--- config.mk ---
export PLATFORM = sky130hd
export DESIGN_NAME = apb_to_wb
export DESIGN_NICKNAME = d
export VERILOG_FILES = /design/src/rtl/wb_apb_pkg.sv /design/src/rtl/wb_watchdog.sv /design/src/rtl/apb_to_wb.sv
export SDC_FILE = /design/constraint.sdc
export NUM_CORES = 1
export LEC_CHECK = 0
export BUFFER_PORTS_ARGS = -buffer_cell sky130_fd_sc_hd__buf_4
export CAP_MARGIN = 20
export CORE_AREA = 2 2 128 118
export CTS_BUF_LIST = sky130_fd_sc_hd__clkbuf_4 sky130_fd_sc_hd__clkbuf_8
export DETAILED_ROUTE_END_ITERATION = 8
export DIE_AREA = 0 0 130 120
export HOLD_SLACK_MARGIN = 0.03
export PLACE_DENSITY_LB_ADDON = 0.25
export SETUP_SLACK_MARGIN = 0.02
export SYNTH_ARGS = -nofsm -noshare
export SYNTH_HDL_FRONTEND = slang
export SYNTH_SLANG_ARGS = --single-unit
--- constraint.sdc ---
create_clock -name clk -period 5 [get_ports clk]
set_input_delay 0.25 -clock clk [delete_from_list [all_inputs] [get_ports clk]]
set_output_delay 0.25 -clock clk [all_outputs]
set_load 0.01 [all_outputs]
--- src/rtl/wb_apb_pkg.sv ---
// Shared types and helpers for the APB/Wishbone bridges.
// Holds the bridge FSM encoding, default bus widths and the byte-select mask helper.
package wb_apb_pkg;

  localparam int unsigned DefAw = 32;
  localparam int unsigned DefDw = 32;

  typedef enum logic [1:0] {
    StIdle,
    StWbWait,
    StResp
  } bridge_state_e;

  // Mask with the low nbytes bits set; wide enough for data buses up to 512 bits.
  function automatic logic [63:0] sel_all_ones(input int unsigned nbytes);
    logic [63:0] mask;
    mask = '0;
    for (int unsigned i = 0; i < 64; i++) begin
      if (i < nbytes) mask[i] = 1'b1;
    end
    return mask;
  endfunction

endpackage

--- src/rtl/wb_watchdog.sv ---
// Cycle-count watchdog for Wishbone initiators waiting on ack/err.
// expired is high in the cycle the count reaches TIMEOUT_CYCLES-1; TIMEOUT_CYCLES=0 disables it.
module wb_watchdog #(
  parameter int unsigned TIMEOUT_CYCLES = 255,
  parameter int unsigned TW             = 8
) (
  input  logic clk,
  input  logic rst_n,
  input  logic clear,
  input  logic enable,
  output logic expired
);

  if (TIMEOUT_CYCLES == 0) begin : g_disabled
    logic unused_ok;
    assign unused_ok = ^{clk, rst_n, clear, enable};
    assign expired   = 1'b0;
  end else begin : g_enabled
    logic [TW-1:0] cnt_q;

    always_ff @(posedge clk or negedge rst_n) begin
      if (!rst_n) begin
        cnt_q <= '0;
      end else if (clear) begin
        cnt_q <= '0;
      end else if (enable) begin
        cnt_q <= cnt_q + 1'b1;
      end
    end

    assign expired = enable && (cnt_q == TW'(TIMEOUT_CYCLES - 1));
  end

endmodule

--- src/rtl/apb_to_wb.sv ---
// APB3 completer to Wishbone classic initiator bridge: one APB transfer becomes one
// Wishbone single cycle, with a watchdog turning a silent slave into PSLVERR.
module apb_to_wb
  import wb_apb_pkg::*;
#(
  parameter int unsigned AW             = DefAw,
  parameter int unsigned DW             = DefDw,
  parameter int unsigned TIMEOUT_CYCLES = 255,
  parameter int unsigned TW             = 8
) (
  input  logic          clk,
  input  logic          rst_n,
  input  logic          psel,
  input  logic          penable,
  input  logic          pwrite,
  input  logic [AW-1:0] paddr,
  input  logic [DW-1:0] pwdata,
  input  logic [DW/8-1:0] pstrb,
  output logic [DW-1:0] prdata,
  output logic          pready,
  output logic          pslverr,
  output logic          wb_cyc,
  output logic          wb_stb,
  output logic          wb_we,
  output logic [AW-1:0] wb_adr,
  output logic [DW-1:0] wb_dat_o,
  output logic [DW/8-1:0] wb_sel,
  input  logic [DW-1:0] wb_dat_i,
  input  logic          wb_ack,
  input  logic          wb_err
);

  localparam int unsigned SW = DW / 8;
  localparam logic [SW-1:0] SelOnes = SW'(sel_all_ones(SW));

  bridge_state_e state_q;
  logic          abort_q;
  logic          wd_clear;
  logic          wd_enable;
  logic          wd_expired;
  logic          wb_done;
  logic          ack_ok;

  assign wd_clear  = (state_q == StIdle);
  assign wd_enable = (state_q == StWbWait);
  assign wb_done   = wb_ack || wb_err || wd_expired;
  // Clean completion only when ack arrives without err; err wins when both are high.
  assign ack_ok    = wb_ack && !wb_err;

  wb_watchdog #(
    .TIMEOUT_CYCLES (TIMEOUT_CYCLES),
    .TW             (TW)
  ) u_watchdog (
    .clk     (clk),
    .rst_n   (rst_n),
    .clear   (wd_clear),
    .enable  (wd_enable),
    .expired (wd_expired)
  );

  always_ff @(posedge clk or negedge rst_n) begin
    if (!rst_n) begin
      state_q  <= StIdle;
      abort_q  <= 1'b0;
      prdata   <= '0;
      pready   <= 1'b0;
      pslverr  <= 1'b0;
      wb_cyc   <= 1'b0;
      wb_stb   <= 1'b0;
      wb_we    <= 1'b0;
      wb_adr   <= '0;
      wb_dat_o <= '0;
      wb_sel   <= '0;
    end else begin
      unique case (state_q)
        StIdle: begin
          if (psel && !penable) begin
            wb_we    <= pwrite;
            wb_adr   <= paddr;
            wb_dat_o <= pwdata;
            wb_sel   <= pwrite ? pstrb : SelOnes;
            wb_cyc   <= 1'b1;
            wb_stb   <= 1'b1;
            abort_q  <= 1'b0;
            state_q  <= StWbWait;
          end
        end
        StWbWait: begin
          if (!psel) abort_q <= 1'b1;
          if (wb_done) begin
            wb_cyc <= 1'b0;
            wb_stb <= 1'b0;
            // A requester that dropped psel mid-transfer gets no response at all.
            if (abort_q || !psel) begin
              state_q <= StIdle;
            end else begin
              state_q <= StResp;
              pready  <= 1'b1;
              pslverr <= !ack_ok;
              prdata  <= (ack_ok && !wb_we) ? wb_dat_i : '0;
            end
          end
        end
        StResp: begin
          if (psel && penable) begin
            pready  <= 1'b0;
            pslverr <= 1'b0;
            state_q <= StIdle;
          end
        end
        default: state_q <= StIdle;
      endcase
    end
  end

endmodule
==> results of run 1 <==
==> cell usage after synthesis, types with 2 or more instances <==
cell,number
nor3_1,4
ha_1,2
nor2_1,12
buf_6,8
buf_2,5
a21o_1,2
inv_1,6
clkbuf_1,2
buf_4,3
mux2_1,40
a22o_1,35
o21ai_0,2
nand3_1,6
a31oi_1,5
xnor2_1,2
mux2_2,25
dfrtp_1,115
nand2_1,10
==> flip-flops by register name (all words and copies together) (netlist names), 2 cells and up <==
signal	cells
prdata	32
wb_adr	32
wb_dat_o	32
u_watchdog.g_enabled.cnt_q	8
wb_sel	4
state_q	2
==> cells by family after synthesis <==
kind of cell | Yosys count
flip-flops | 115
XOR/XNOR | 2
multiplexers | 66
buffers and inverters | 25
AO/OA/AOI/OAI | 52
adder cells (fa/ha/maj) | 2
AND/OR/NAND/NOR | 41
==> timing repair <==
item / in CTS / in global routing
hold endpoints to repair: 164 / 0
gates resized for setup: 0 / 0
setup endpoints to repair: 0 / 0
buffers inserted: 0 / 0
hold buffers: 95 / 0
==> worst paths after layout <==
kind	from	endpoint	slack (ns)
max	state_q[1]	prdata[1]	2.80
min	wb_dat_i[14]	prdata[14]	0.06
max reg2reg	state_q[1]	prdata[1]	2.80
min reg2reg	wb_dat_o[8]	wb_dat_o[8]	0.49
max in group asynchronous	rst_n	wb_dat_o[0]	3.35
min in group asynchronous	rst_n	wb_adr[10]	0.48
==> power groups by stage <==
stage | Combinational, mW | Sequential [mW] | Clock (mW)
6_report | 0.981 | 1.35 | 1.01
5_1_grt | 1.06 | 1.38 | 1.08
4_1_cts | 0.985 | 1.34 | 1.04
3_5_place_dp | 0.925 | 1.36 | 0
3_3_place_gp | 0.910 | 1.35 | 0
2_1_floorplan | 0.278 | 1.44 | 0
==> worst reg2reg max path: stages, from the launching register on <==
cell      delay [ns]
dfrtp_1         0.59
nand2b_1        0.32
nor3_1          0.23
nand2_1         0.43
buf_16          0.33
a22o_1          0.20
==> cell type report <==
type	instances	share of cell area [%]
clock buffers	21	3.774
inverters	7	0.3431
clock inverters	9	2.304
repair buffers	311	33.85
flip-flops and latches	115	37.58
multi-input cells	163	18.89
well taps	198	3.235
diodes	1	0.03267
==> routing by layer <==
layer	vias to the layer above	GRT usage, %	share of wire (%)
met4	0	5.444	1.1
met2	178	26.73	47
met5	-	0	0
li1	1726	-	-
met3	14	6.910	8.7
met1	1827	19.95	43
==> stage by stage <==
step | setup WS (ns) | total power [mW] | hold slack [ns] | instances | instance area (um2)
global route | 2.610 | 3.520 | 0.03718 | 825 | 7659
CTS | 2.823 | 3.363 | 0.03030 | 824 | 7656
global placement | 2.650 | 2.255 | 0.4099 | 698 | 6212
finish | 2.796 | 3.338 | 0.06130 | 825 | 7659
detailed placement | 2.825 | 2.280 | 0.4291 | 699 | 6240
floorplan | 3.408 | 1.723 | -0.04559 | 303 | 4487
==> cells in the final DEF, fill, tap and decap left out, types with 2 or more instances in the layout <==
cell type,Yosys,layout
buf_4,3,215
dfrtp_1,115,115
dlygate4sd3_1,0,95
mux2_1,40,40
a22o_1,35,35
mux2_2,25,25
clkbuf_8,0,21
nor2_1,12,12
nand2_1,10,10
inv_1,6,6
nand3_1,6,6
a31oi_1,5,5
bufinv_16,0,5
nor3_1,4,4
xnor2_1,2,2
a21o_1,2,2
o21ai_0,2,2
ha_1,2,2
clkinv_2,0,2
==> metrics.md, run 1 <==
| Metric | Value |
|---|---|
| Power density normalized to cell area | `435.8 nW/um2` |
| Share of the synthesized netlist area taken by xor and xnor gates | `less than 1%` |
| Switching fraction of total power | `between 20% and 30%` |
| Relative area change from synthesis to final layout | `70.69%` |
| Cell area after technology mapping | `4487 um2` |
| Maximum fanout count along the critical path | `21` |
| Count of buffers from port buffering | `211` |
| Number of standard-cell rows in the floorplan | `42` |
| Fill cells | `~1,200` |
| Number of max-cap violations | `0` |
| Crit path max-delay family | `simple AND/OR/NAND/NOR gates` |
| Startpoint types | `register` |
| TritonCTS clock tree | `built` |
| Synth Register Bits | `115` |
| Worst path cell trace | `nand2b_1 -> nor3_1 -> nand2_1 -> buf_16 -> a22o_1` |
| Ratio of final minimum period to clock period | `around 44%` |
| Antenna-violating nets left | `0` |
| Library cell used as clock root buffer | `clkbuf_8` |
| Leftover overflow at the end of global routing | `0` |
| Die height | `120 um` |
| Path type of the worst min-delay path | `input pin to register` |
| Share of the synthesized area in compound gates (AO/OA/AOI/OAI) | `under 10%` |
| Register clock-pin slew on the reported worst setup and hold paths | `0.07 ns` |
| Hold path cells | `2` |
| Final count of negative-setup-slack endpoints | `0` |
| Combinational power share | `29.4%` |
| Clock Latency Late Sink | `0.43 ns` |
| Internal Pwr Total | `approximately 2.4 mW` |
| Logic depth of the worst path, buffers included | `5` |
| Initial Utilization | `31.28%` |
| Maximum single-stage delay on the critical path | `0.59 ns` |
| Mean instance size in the synthesized netlist | `approximately 15 um2` |
| Core box area | `~14,000 um2` |
| Number of enable-type register cells in the synthesized netlist | `0` |
| Clock Power Share | `30.3%` |
| Multiplexer share of the synthesized area | `16.54%` |
| Fraction of the core area covered by cells at the end of the flow | `53.38%` |
| Seq. cell area | `2878 um2` |
| Post-DR wirelength/cell | `15.52 um` |
| Mapped Cells | `303` |
| Fraction of layout cells with a size suffix above 1 | `between 40 and 50%` |
| Number of cell instances on the worst register-to-register path | `5` |
| Kind of end point of the critical path | `register` |
| HPWL after detailed placement | `between 8 and 9 mm` |
| Via count normalized by instance count | `4.539` |
| Synthesized netlist net count | `412` |
| Level count of the clock H-tree | `4` |
| Simple-gate share of the synthesized area | `5.047%` |
| Final setup skew | `0.008718 ns` |
| Io pins | `~210` |
| Initial antenna violation count | `1` |
| Full die area | `15,600 um2` |
| Cell with the largest stage delay on the worst path | `dfrtp_1` |
| Post-route setup TNS | `0 ns` |
| Number of hold-slack violations in the final timing report | `0` |
| Final min period | `2.204 ns` |
| Crit path required time | `between 5 and 6 ns` |
| Critical path type | `register to register` |
| RD Place Congestion | `0.7599` |
| Buffer depth of the longest clock path | `2` |
| Peak supply drop | `0.2423 mV` |
| Main combinational cell family by area after synthesis | `multiplexers` |
| Number of unique standard cell types used by synthesis | `37` |
| Die W | `130 um` |
| Remaining routing DRC violations | `0` |
| Most used DFF post-synth | `dfrtp_1` |
| Post-synth top area cell | `dfrtp_1` |
| Number of iterations in the first detailed-routing pass | `4` |
| Number of warnings printed during yosys synthesis | `0` |
| Slew @ Worst Pin | `0.8693 ns` |
| Number of sinks handled by clock tree synthesis | `approximately 120` |
| Crit path buffers/inverters | `1` |
| Leading post-synthesis cells by cell area | `dfrtp_1 64%, mux2_1 10%, a22o_1 6.8%` |
| Total routed wirelength | `12.80 mm` |
| Area share of the largest cell type after synthesis | `64.14%` |
| Fmax achieved | `0.4537 GHz` |
| Global-route wire length before repair | `20.03 mm` |
| Share of async-settable or async-resettable flops after synthesis | `100.0%` |
| Unrepaired setup endpoints after global routing | `no` |
| Total number of vias | `approximately 3,700` |
| Final Max Slew Viols | `0` |
| Status | `complete, no violations` |
| Num CTS Buffers | `17` |
| Pin count of the biggest net entering global routing | `slightly below 70` |
| Final Net Count | `roughly 720` |
| CP Data Arrival Time | `2.51 ns` |
| LEAKAGE | `3.667 nW` |
| Area of the multi-input gates | `1446 um2` |
| DRT iter0 DRCs | `between 150 and 200` |
| Seq/Total Area, Yosys | `64.14%` |
| Adder-cell share of the synthesized area | `0.5577%` |
| Switching power summed over all nets | `932.1 uW` |
| Tightest slew margin relative to the limit | `42.04%` |
| All-Layer GR Usage | `16.55%` |
| Vias in the first global route | `3,974` |
| Sequential power share | `between 40 and 50%` |
Power figures use the tool's default switching activity.
==> run 2, diff against run 1 <==
==> constraint.sdc (replaced) <==
create_clock -name clk -period 2.2 [get_ports clk]
set_input_delay 0.11 -clock clk [delete_from_list [all_inputs] [get_ports clk]]
set_output_delay 0.11 -clock clk [all_outputs]
set_load 0.01 [all_outputs]
==> run 2 against run 1 <==
  * Combinational power rose by 130%
  * Design area rose by 1.4%
  * Sequential power rose by 130%
  * Sequential share of layout area fell by 0.52 points
  * Core utilization rose by 0.75 points
  * Final cell count rose by 1.9%
  * Register-to-register slack got worse by 2.7 ns
  * Clock skew barely moved
  * Clock power rose by 110%
  * Largest cell class unchanged
==> metrics.md, run 2 (synthesis results as in run 1) <==
| Metric | Value |
|---|---|
| Kind of end point of the critical path | `register` |
| Level count of the clock H-tree | `4 (unchanged)` |
| Largest registers ranked by flip-flop count | `prdata x32, wb_adr x32, wb_dat_o x32` |
| Vias in the first global route | `3,911 (-1.6%)` |
| HPWL after detailed placement | `8.154 mm (-0.22%)` |
| Num CTS Buffers | `17 (unchanged)` |
| Final Max Slew Viols | `0 (unchanged)` |
| Worst path cell trace | `nor4_4 -> clkbuf_16 -> nor2_1 -> a31oi_1 -> dlygate4sd3_1` |
| Crit path max-delay family | `buffers and inverters` |
| Via count normalized by instance count | `4.499 (-0.88%)` |
| Die W | `130 um (unchanged)` |
| Library cell used as clock root buffer | `clkbuf_8` |
| Final min period | `2.064 ns (-0.1398 ns)` |
| Maximum fanout count along the critical path | `28 (+33%)` |
| Initial Utilization | `31.28% (unchanged)` |
| Relative area change from synthesis to final layout | `73.09%` |
| Number of max-cap violations | `0 (unchanged)` |
| Number of sinks handled by clock tree synthesis | `115 (unchanged)` |
| Pin count of the biggest net entering global routing | `61 (-12%)` |
| Clock Latency Late Sink | `0.44 ns (about the same)` |
| Fill cells | `1,207 (+1.3%)` |
| Buffer depth of the longest clock path | `2 (unchanged)` |
| Unrepaired setup endpoints after global routing | `no` |
| Ratio of final minimum period to clock period | `93.82% (+50 points)` |
| Leftover overflow at the end of global routing | `0 (unchanged)` |
| Number of standard-cell rows in the floorplan | `42 (unchanged)` |
| Final Net Count | `738 (+1.9%)` |
| Crit path required time | `2.57 ns (-2.74 ns)` |
| Post-route worst hold slack | `0.07305 ns (+0.01175 ns)` |
| LEAKAGE | `3.703 nW (+1.0%)` |
| Core box area | `14,350 um2 (unchanged)` |
| Slew @ Worst Pin | `0.4857 ns (-0.3836 ns)` |
| Number of hold-slack violations in the final timing report | `0 (unchanged)` |
| Global-route wire length before repair | `20.20 mm (+0.83%)` |
| Startpoint types | `register` |
| RD Place Congestion | `0.7546 (-0.70%)` |
| Tightest slew margin relative to the limit | `67.62% (+26 points)` |
| CP Data Arrival Time | `2.44 ns (-0.07 ns)` |
| All-Layer GR Usage | `16.88% (+0.32 points)` |
| Initial antenna violation count | `1 (unchanged)` |
| Critical path type | `register to register` |
| Cell with the largest stage delay on the worst path | `dlygate4sd3_1` |
| Post-route setup TNS | `0 ns (unchanged)` |
| Final setup skew | `0.008825 ns (+0.0001077 ns)` |
| Die height | `120 um (unchanged)` |
| Antenna-violating nets left | `0 (unchanged)` |
| Peak supply drop | `0.6178 mV (+150%)` |
| TritonCTS clock tree | `built` |
| Io pins | `212 (unchanged)` |
| Fraction of layout cells with a size suffix above 1 | `43.77% (-0.16 points)` |
| Maximum single-stage delay on the critical path | `0.56 ns (-0.03 ns)` |
| Most frequent standard cell in the layout excluding fill and tap cells | `buf_4` |
| Number of iterations in the first detailed-routing pass | `4 (unchanged)` |
| Commonest non-fill, non-tap cells in the layout | `217 x buf_4, 115 x dfrtp_1, 105 x dlygate4sd3_1, 40 x mux2_1, 35 x a22o_1` |
| Crit path buffers/inverters | `2 (+1)` |
| Status | `complete, no violations` |
| Total routed wirelength | `13.24 mm (+3.4%)` |
| Post-DR wirelength/cell | `15.74 um (+1.5%)` |
| Register clock-pin slew on the reported worst setup and hold paths | `0.07 ns (about the same)` |
| Final count of negative-setup-slack endpoints | `0 (unchanged)` |
| Path type of the worst min-delay path | `input pin to register` |
| Total number of vias | `3,784 (+1.0%)` |
| Remaining routing DRC violations | `0 (unchanged)` |
| Full die area | `15,600 um2 (unchanged)` |
| Count of buffers from port buffering | `211 (unchanged)` |
| Fmax achieved | `0.4845 GHz (+6.8%)` |
| Power density normalized to cell area | `959.0 nW/um2 (+120%)` |
| DRT iter0 DRCs | `201 (+22%)` |
## run 2: cell types whose count changed in the layout (fill, tap and decap cells not counted), moves of 2 or more
cell,before,now
clkbuf_8,21,17
buf_4,215,217
clkinvlp_4,1,4
clkinv_2,2,4
dlygate4sd3_1,95,105
## run 2: layer usage
metal	GRT usage [%]	vias up	wire length, um
li1	-	1768	-
met1	21.21	1825	5621
met2	26.47	175	6288
met3	6.598	16	1153
met4	5.847	0	178
met5	0	-	0
## run 2: stage by stage
step	util, %	worst slack (ns)	total power, mW	std cells	area [um2]
CTS	53.95	0.09142	7.505	838	7740
global route	54.13	0.04480	7.855	841	7766
detailed placement	43.63	0.4257	5.183	701	6260
floorplan	-	0.6075	3.915	303	4487
global placement	43.63	0.4779	5.137	701	6260
finish	54.13	0.1359	7.448	841	7766
## run 2: worst paths after layout
kind	startpoint	to	slack, ns	cells after the start
worst max-delay path	state_q[1]	wb_sel[1]	0.14	5
worst min-delay path	wb_ack	pslverr	0.07	3
worst max register to register	state_q[1]	wb_sel[1]	0.14	5
worst min register to register	wb_adr[4]	wb_adr[4]	0.49	1
max in group asynchronous	rst_n	wb_adr[28]	1.31	3
min in group asynchronous	rst_n	prdata[15]	0.11	2
## run 2: layout make-up
type,count,area [um2],area share [%]
clock inverter,14,187.7,2.417
timing repair buffer,325,2736,35.23
multi-input combinational,163,1446,18.62
clock buffer,18,241.5,3.109
antenna,1,2.502,0.03222
sequential,115,2878,37.05
tap,198,247.7,3.190
inverter,7,26.28,0.3383
## run 2: worst min-delay path: cells and delay by family
kind	cells	cell delay, ns
simple gates	1	0.10
compound gates	1	0.15
buf+inv	1	0.12
## run 2: repair_timing
| item | 4_1_cts | 5_1_grt |
|---|---|---|
| resized for setup | 0 | 1 |
| hold buffers | 105 | 0 |
| setup buffers | 0 | 1 |
| setup endpoints to repair | 0 | 1 |
| hold endpoints to repair | 219 | 0 |
## run 2: where the power goes
| part | switching, mW | internal, mW |
|---|---|---|
| clock network | 0.892 | 1.24 |
| logic | 0.920 | 1.35 |
| registers | 0.359 | 2.69 |
==> run 3, diff against run 2 <==
--- a/config.mk
+++ b/config.mk
@@ -7,13 +7,14 @@
 export LEC_CHECK = 0
 export BUFFER_PORTS_ARGS = -buffer_cell sky130_fd_sc_hd__buf_4
 export CAP_MARGIN = 20
-export CORE_AREA = 2 2 128 118
+export CORE_AREA = 2 2 131 120
 export CTS_BUF_LIST = sky130_fd_sc_hd__clkbuf_4 sky130_fd_sc_hd__clkbuf_8
 export DETAILED_ROUTE_END_ITERATION = 8
-export DIE_AREA = 0 0 130 120
+export DIE_AREA = 0 0 133 122
 export HOLD_SLACK_MARGIN = 0.03
 export PLACE_DENSITY_LB_ADDON = 0.25
 export SETUP_SLACK_MARGIN = 0.02
 export SYNTH_ARGS = -nofsm -noshare
 export SYNTH_HDL_FRONTEND = slang
+export SYNTH_HIERARCHICAL = 1
 export SYNTH_SLANG_ARGS = --single-unit
==> run 3 against run 2 <==
  * Worst setup slack improved by 0.023 ns
  * Clock power about the same
  * Final cell count increased by 7.5%
  * Largest power group unchanged
==> metrics.md, run 3 <==
| Metric | Value |
|---|---|
| Status | `complete, no violations` |
| Total design power | `8.240 mW (+11%)` |
| Library cell used as clock root buffer | `clkbuf_8` |
| Mean instance size in the synthesized netlist | `13.09 um2 (-12%)` |
| Leftover overflow at the end of global routing | `0 (unchanged)` |
| Final Net Count | `798 (+8.1%)` |
| CP Data Arrival Time | `2.40 ns (-0.04 ns)` |
| Fmax achieved | `0.4898 GHz (+1.1%)` |
| Startpoint types | `register` |
| Count of buffers from port buffering | `211 (unchanged)` |
| Post-synth top area cell | `dfrtp_1` |
| Crit path max-delay family | `buffers and inverters` |
| Switching power summed over all nets | `2.436 mW (+12%)` |
| Peak supply drop | `0.5697 mV (-7.8%)` |
| Relative area change from synthesis to final layout | `71.62%` |
| Clock Latency Late Sink | `0.42 ns (-0.02 ns)` |
| Ratio of final minimum period to clock period | `92.80% (-1.0 points)` |
| Initial antenna violation count | `0 (-1)` |
| Tightest slew margin relative to the limit | `54.15% (-13 points)` |
| HPWL after detailed placement | `8.061 mm (-1.1%)` |
| Total routed wirelength | `12.39 mm (-6.5%)` |
| Mapped Cells | `359 (+18%)` |
| Antenna-violating nets left | `0 (unchanged)` |
| Number of warnings printed during yosys synthesis | `6 (+6)` |
| DP Worst Slack | `0.2511 ns (-0.1746 ns)` |
| Synth Register Bits | `115 (unchanged)` |
| Worst path cell trace | `nor4b_4 -> buf_12 -> nor2_1 -> a31oi_1 -> dlygate4sd3_1` |
| Most numerous cell in the Yosys netlist | `dfrtp_1` |
| Final design area excluding fillers | `8065 um2 (+3.9%)` |
| Post-placement cell area | `6504 um2 (+3.9%)` |
| Maximum single-stage delay on the critical path | `0.56 ns (about the same)` |
| Final Max Slew Viols | `0 (unchanged)` |
| Share of async-settable or async-resettable flops after synthesis | `100.0% (unchanged)` |
| Combinational power share | `34.3% (+3.8 points)` |
| Core box area | `15,010 um2 (+4.6%)` |
| Kind of end point of the critical path | `register` |
| Num CTS Buffers | `17 (unchanged)` |
| Total number of vias | `3,820 (+0.95%)` |
| Via count normalized by instance count | `4.226 (-6.1%)` |
| Area share of the largest cell type after synthesis | `61.24% (-2.9 points)` |
| Leading post-synthesis cells by cell area | `dfrtp_1 61%, mux2_2 8.6%, mux2i_1 7.0%` |
| Logic depth of the worst path, buffers included | `5 (unchanged)` |
| Setup slack on the worst flop-to-flop path | `0.16 ns (+0.02 ns)` |
| Final setup skew | `0.005237 ns (-0.003588 ns)` |
| Maximum fanout count along the critical path | `76 (+170%)` |
| Number of enable-type register cells in the synthesized netlist | `0 (unchanged)` |
| Seq/Total Area, Yosys | `61.24% (-2.9 points)` |
| Number of hold-slack violations in the final timing report | `0 (unchanged)` |
| Internal Pwr Total | `5.804 mW (+10%)` |
| All-Layer GR Usage | `16.03% (-0.84 points)` |
| Buffer depth of the longest clock path | `2 (unchanged)` |
| Power density normalized to cell area | `1022 nW/um2 (+6.5%)` |
| Cell area after technology mapping | `4700 um2 (+4.7%)` |
| Initial Utilization | `31.31% (+0.033 points)` |
| Final count of negative-setup-slack endpoints | `0 (unchanged)` |
| Die W | `133 um (+2.3%)` |
| Fraction of the core area covered by cells at the end of the flow | `53.73% (-0.40 points)` |
| Sequential power share | `39.6% (-1.3 points)` |
| Largest registers ranked by flip-flop count | `prdata x32, wb_adr x32, wb_dat_o x32` |
| DRT iter0 DRCs | `154 (-23%)` |
| Unrepaired setup endpoints after global routing | `no` |
| Crit path required time | `2.56 ns (about the same)` |
| Full die area | `16,230 um2 (+4.0%)` |
| Post-DR wirelength/cell | `13.70 um (-13%)` |
| Most frequent cells after synthesis | `115 x dfrtp_1, 41 x inv_1, 37 x nand2_1` |
| Non-filler instance count after layout | `904 (+7.5%)` |
| Number of cell instances on the worst register-to-register path | `5 (unchanged)` |
| Number of iterations in the first detailed-routing pass | `4 (unchanged)` |
| Most used DFF post-synth | `dfrtp_1` |
| Critical path capture point | `wb_sel[1]` |
| Pin count of the biggest net entering global routing | `77 (+26%)` |
| Register clock-pin slew on the reported worst setup and hold paths | `0.06 ns (about the same)` |
| Post-CTS repair timing setup buffer count | `0 (unchanged)` |
| Fraction of layout cells with a size suffix above 1 | `41.17% (-2.6 points)` |
| Post-route worst hold slack | `0.2673 ns (+0.1942 ns)` |
| Worst Setup SP | `state_q[0]` |
| Slew @ Worst Pin | `0.6878 ns (+0.2021 ns)` |
| Vias in the first global route | `4,064 (+3.9%)` |
| TritonCTS clock tree | `built` |
| ANT cells | `0 (-1)` |
| Critical path type | `register to register` |
| Io pins | `212 (unchanged)` |
| Switching fraction of total power | `29.56% (+0.42 points)` |
| Number of unique standard cell types used by synthesis | `30 (-19%)` |
| Cell count after placement | `761 (+8.6%)` |
| Synthesized netlist net count | `468 (+14%)` |
| Commonest non-fill, non-tap cells in the layout | `215 x buf_4, 115 x dfrtp_1, 111 x dlygate4sd3_1, 41 x inv_1, 37 x nand2_1` |
| Number of sinks handled by clock tree synthesis | `115 (unchanged)` |
| Global-route wire length before repair | `20.20 mm (about the same)` |
| Final min period | `2.042 ns (-0.02259 ns)` |
| Smallest setup slack after layout | `0.1585 ns (+0.02259 ns)` |
| Critical R2R Capture | `wb_sel[1]` |
| Post-route setup TNS | `0 ns (unchanged)` |
| Clock Power Share | `26.1% (-2.5 points)` |
| Cell with the largest stage delay on the worst path | `dlygate4sd3_1` |
| Remaining routing DRC violations | `0 (unchanged)` |
| Level count of the clock H-tree | `4 (unchanged)` |
| Most frequent standard cell in the layout excluding fill and tap cells | `buf_4` |
| Crit path buffers/inverters | `2 (unchanged)` |
| RD Place Congestion | `0.7706 (+2.1%)` |
| Path type of the worst min-delay path | `input pin to async pin` |
| Die height | `122 um (+1.7%)` |
| Number of max-cap violations | `0 (unchanged)` |
| Reg-to-reg startpoint | `state_q[0]` |
| Number of standard-cell rows in the floorplan | `43 (+2.4%)` |
| Fill cells | `1,285 (+6.5%)` |
| LEAKAGE | `3.992 nW (+7.8%)` |
## run 3: how the worst min path moves through the flow
stage | to | slack [ns] | cells after the start
after CTS | wb_dat_o[25] | 0.27 | 2
final | wb_dat_o[25] | 0.27 | 2
after detailed placement | wb_dat_o[25] | 0.20 | 1
after floorplan | abort_q | -0.19 | 0
after global routing | wb_adr[1] | 0.31 | 2
after global placement | wb_dat_o[25] | 0.20 | 1
## run 3: layout make-up
type                    count  area [um2]  area share (%)
repair buffers            329        2785           34.53
inverters                  41       153.9           1.908
clock buffers              24       330.3           4.096
well taps                 202       252.7           3.134
flip-flops and latches    115        2878           35.68
clock inverters             8       120.1           1.489
multi-input cells         185        1545           19.16
## run 3: what timing repair did
item                                   CTS  global route
hold buffers                           111             0
endpoints found under the hold margin  154             0
gates resized for setup                  0             0
## run 3: power by group through the flow
stage | Combinational (mW) | Clock, mW | Sequential (mW)
final | 2.83 | 2.15 | 3.26
after global routing | 3.08 | 2.33 | 3.36
after CTS | 2.86 | 2.24 | 3.27
after detailed placement | 2.69 | 0 | 3.29
after global placement | 2.64 | 0 | 3.27
after floorplan | 0.802 | 0 | 3.59
## run 3: per-layer routing
layer / share of wire (%) / global-route usage [%]
met1: 42 / 18.91
met2: 48 / 26.88
met3: 8.1 / 6.492
met4: 1.2 / 5.108
met5: 0 / 0
## run 3: kinds of logic after synthesis
kind of cell / after synthesis / share of synthesized area [%]
DFF: 115 / 61.24
muxes: 98 / 22.60
and+or+nand+nor: 64 / 6.496
buffers and inverters: 59 / 6.177
AOI/OAI and AO/OA: 17 / 2.210
xor gates and xnor gates: 4 / 0.7456
adders and majority gates: 2 / 0.5324
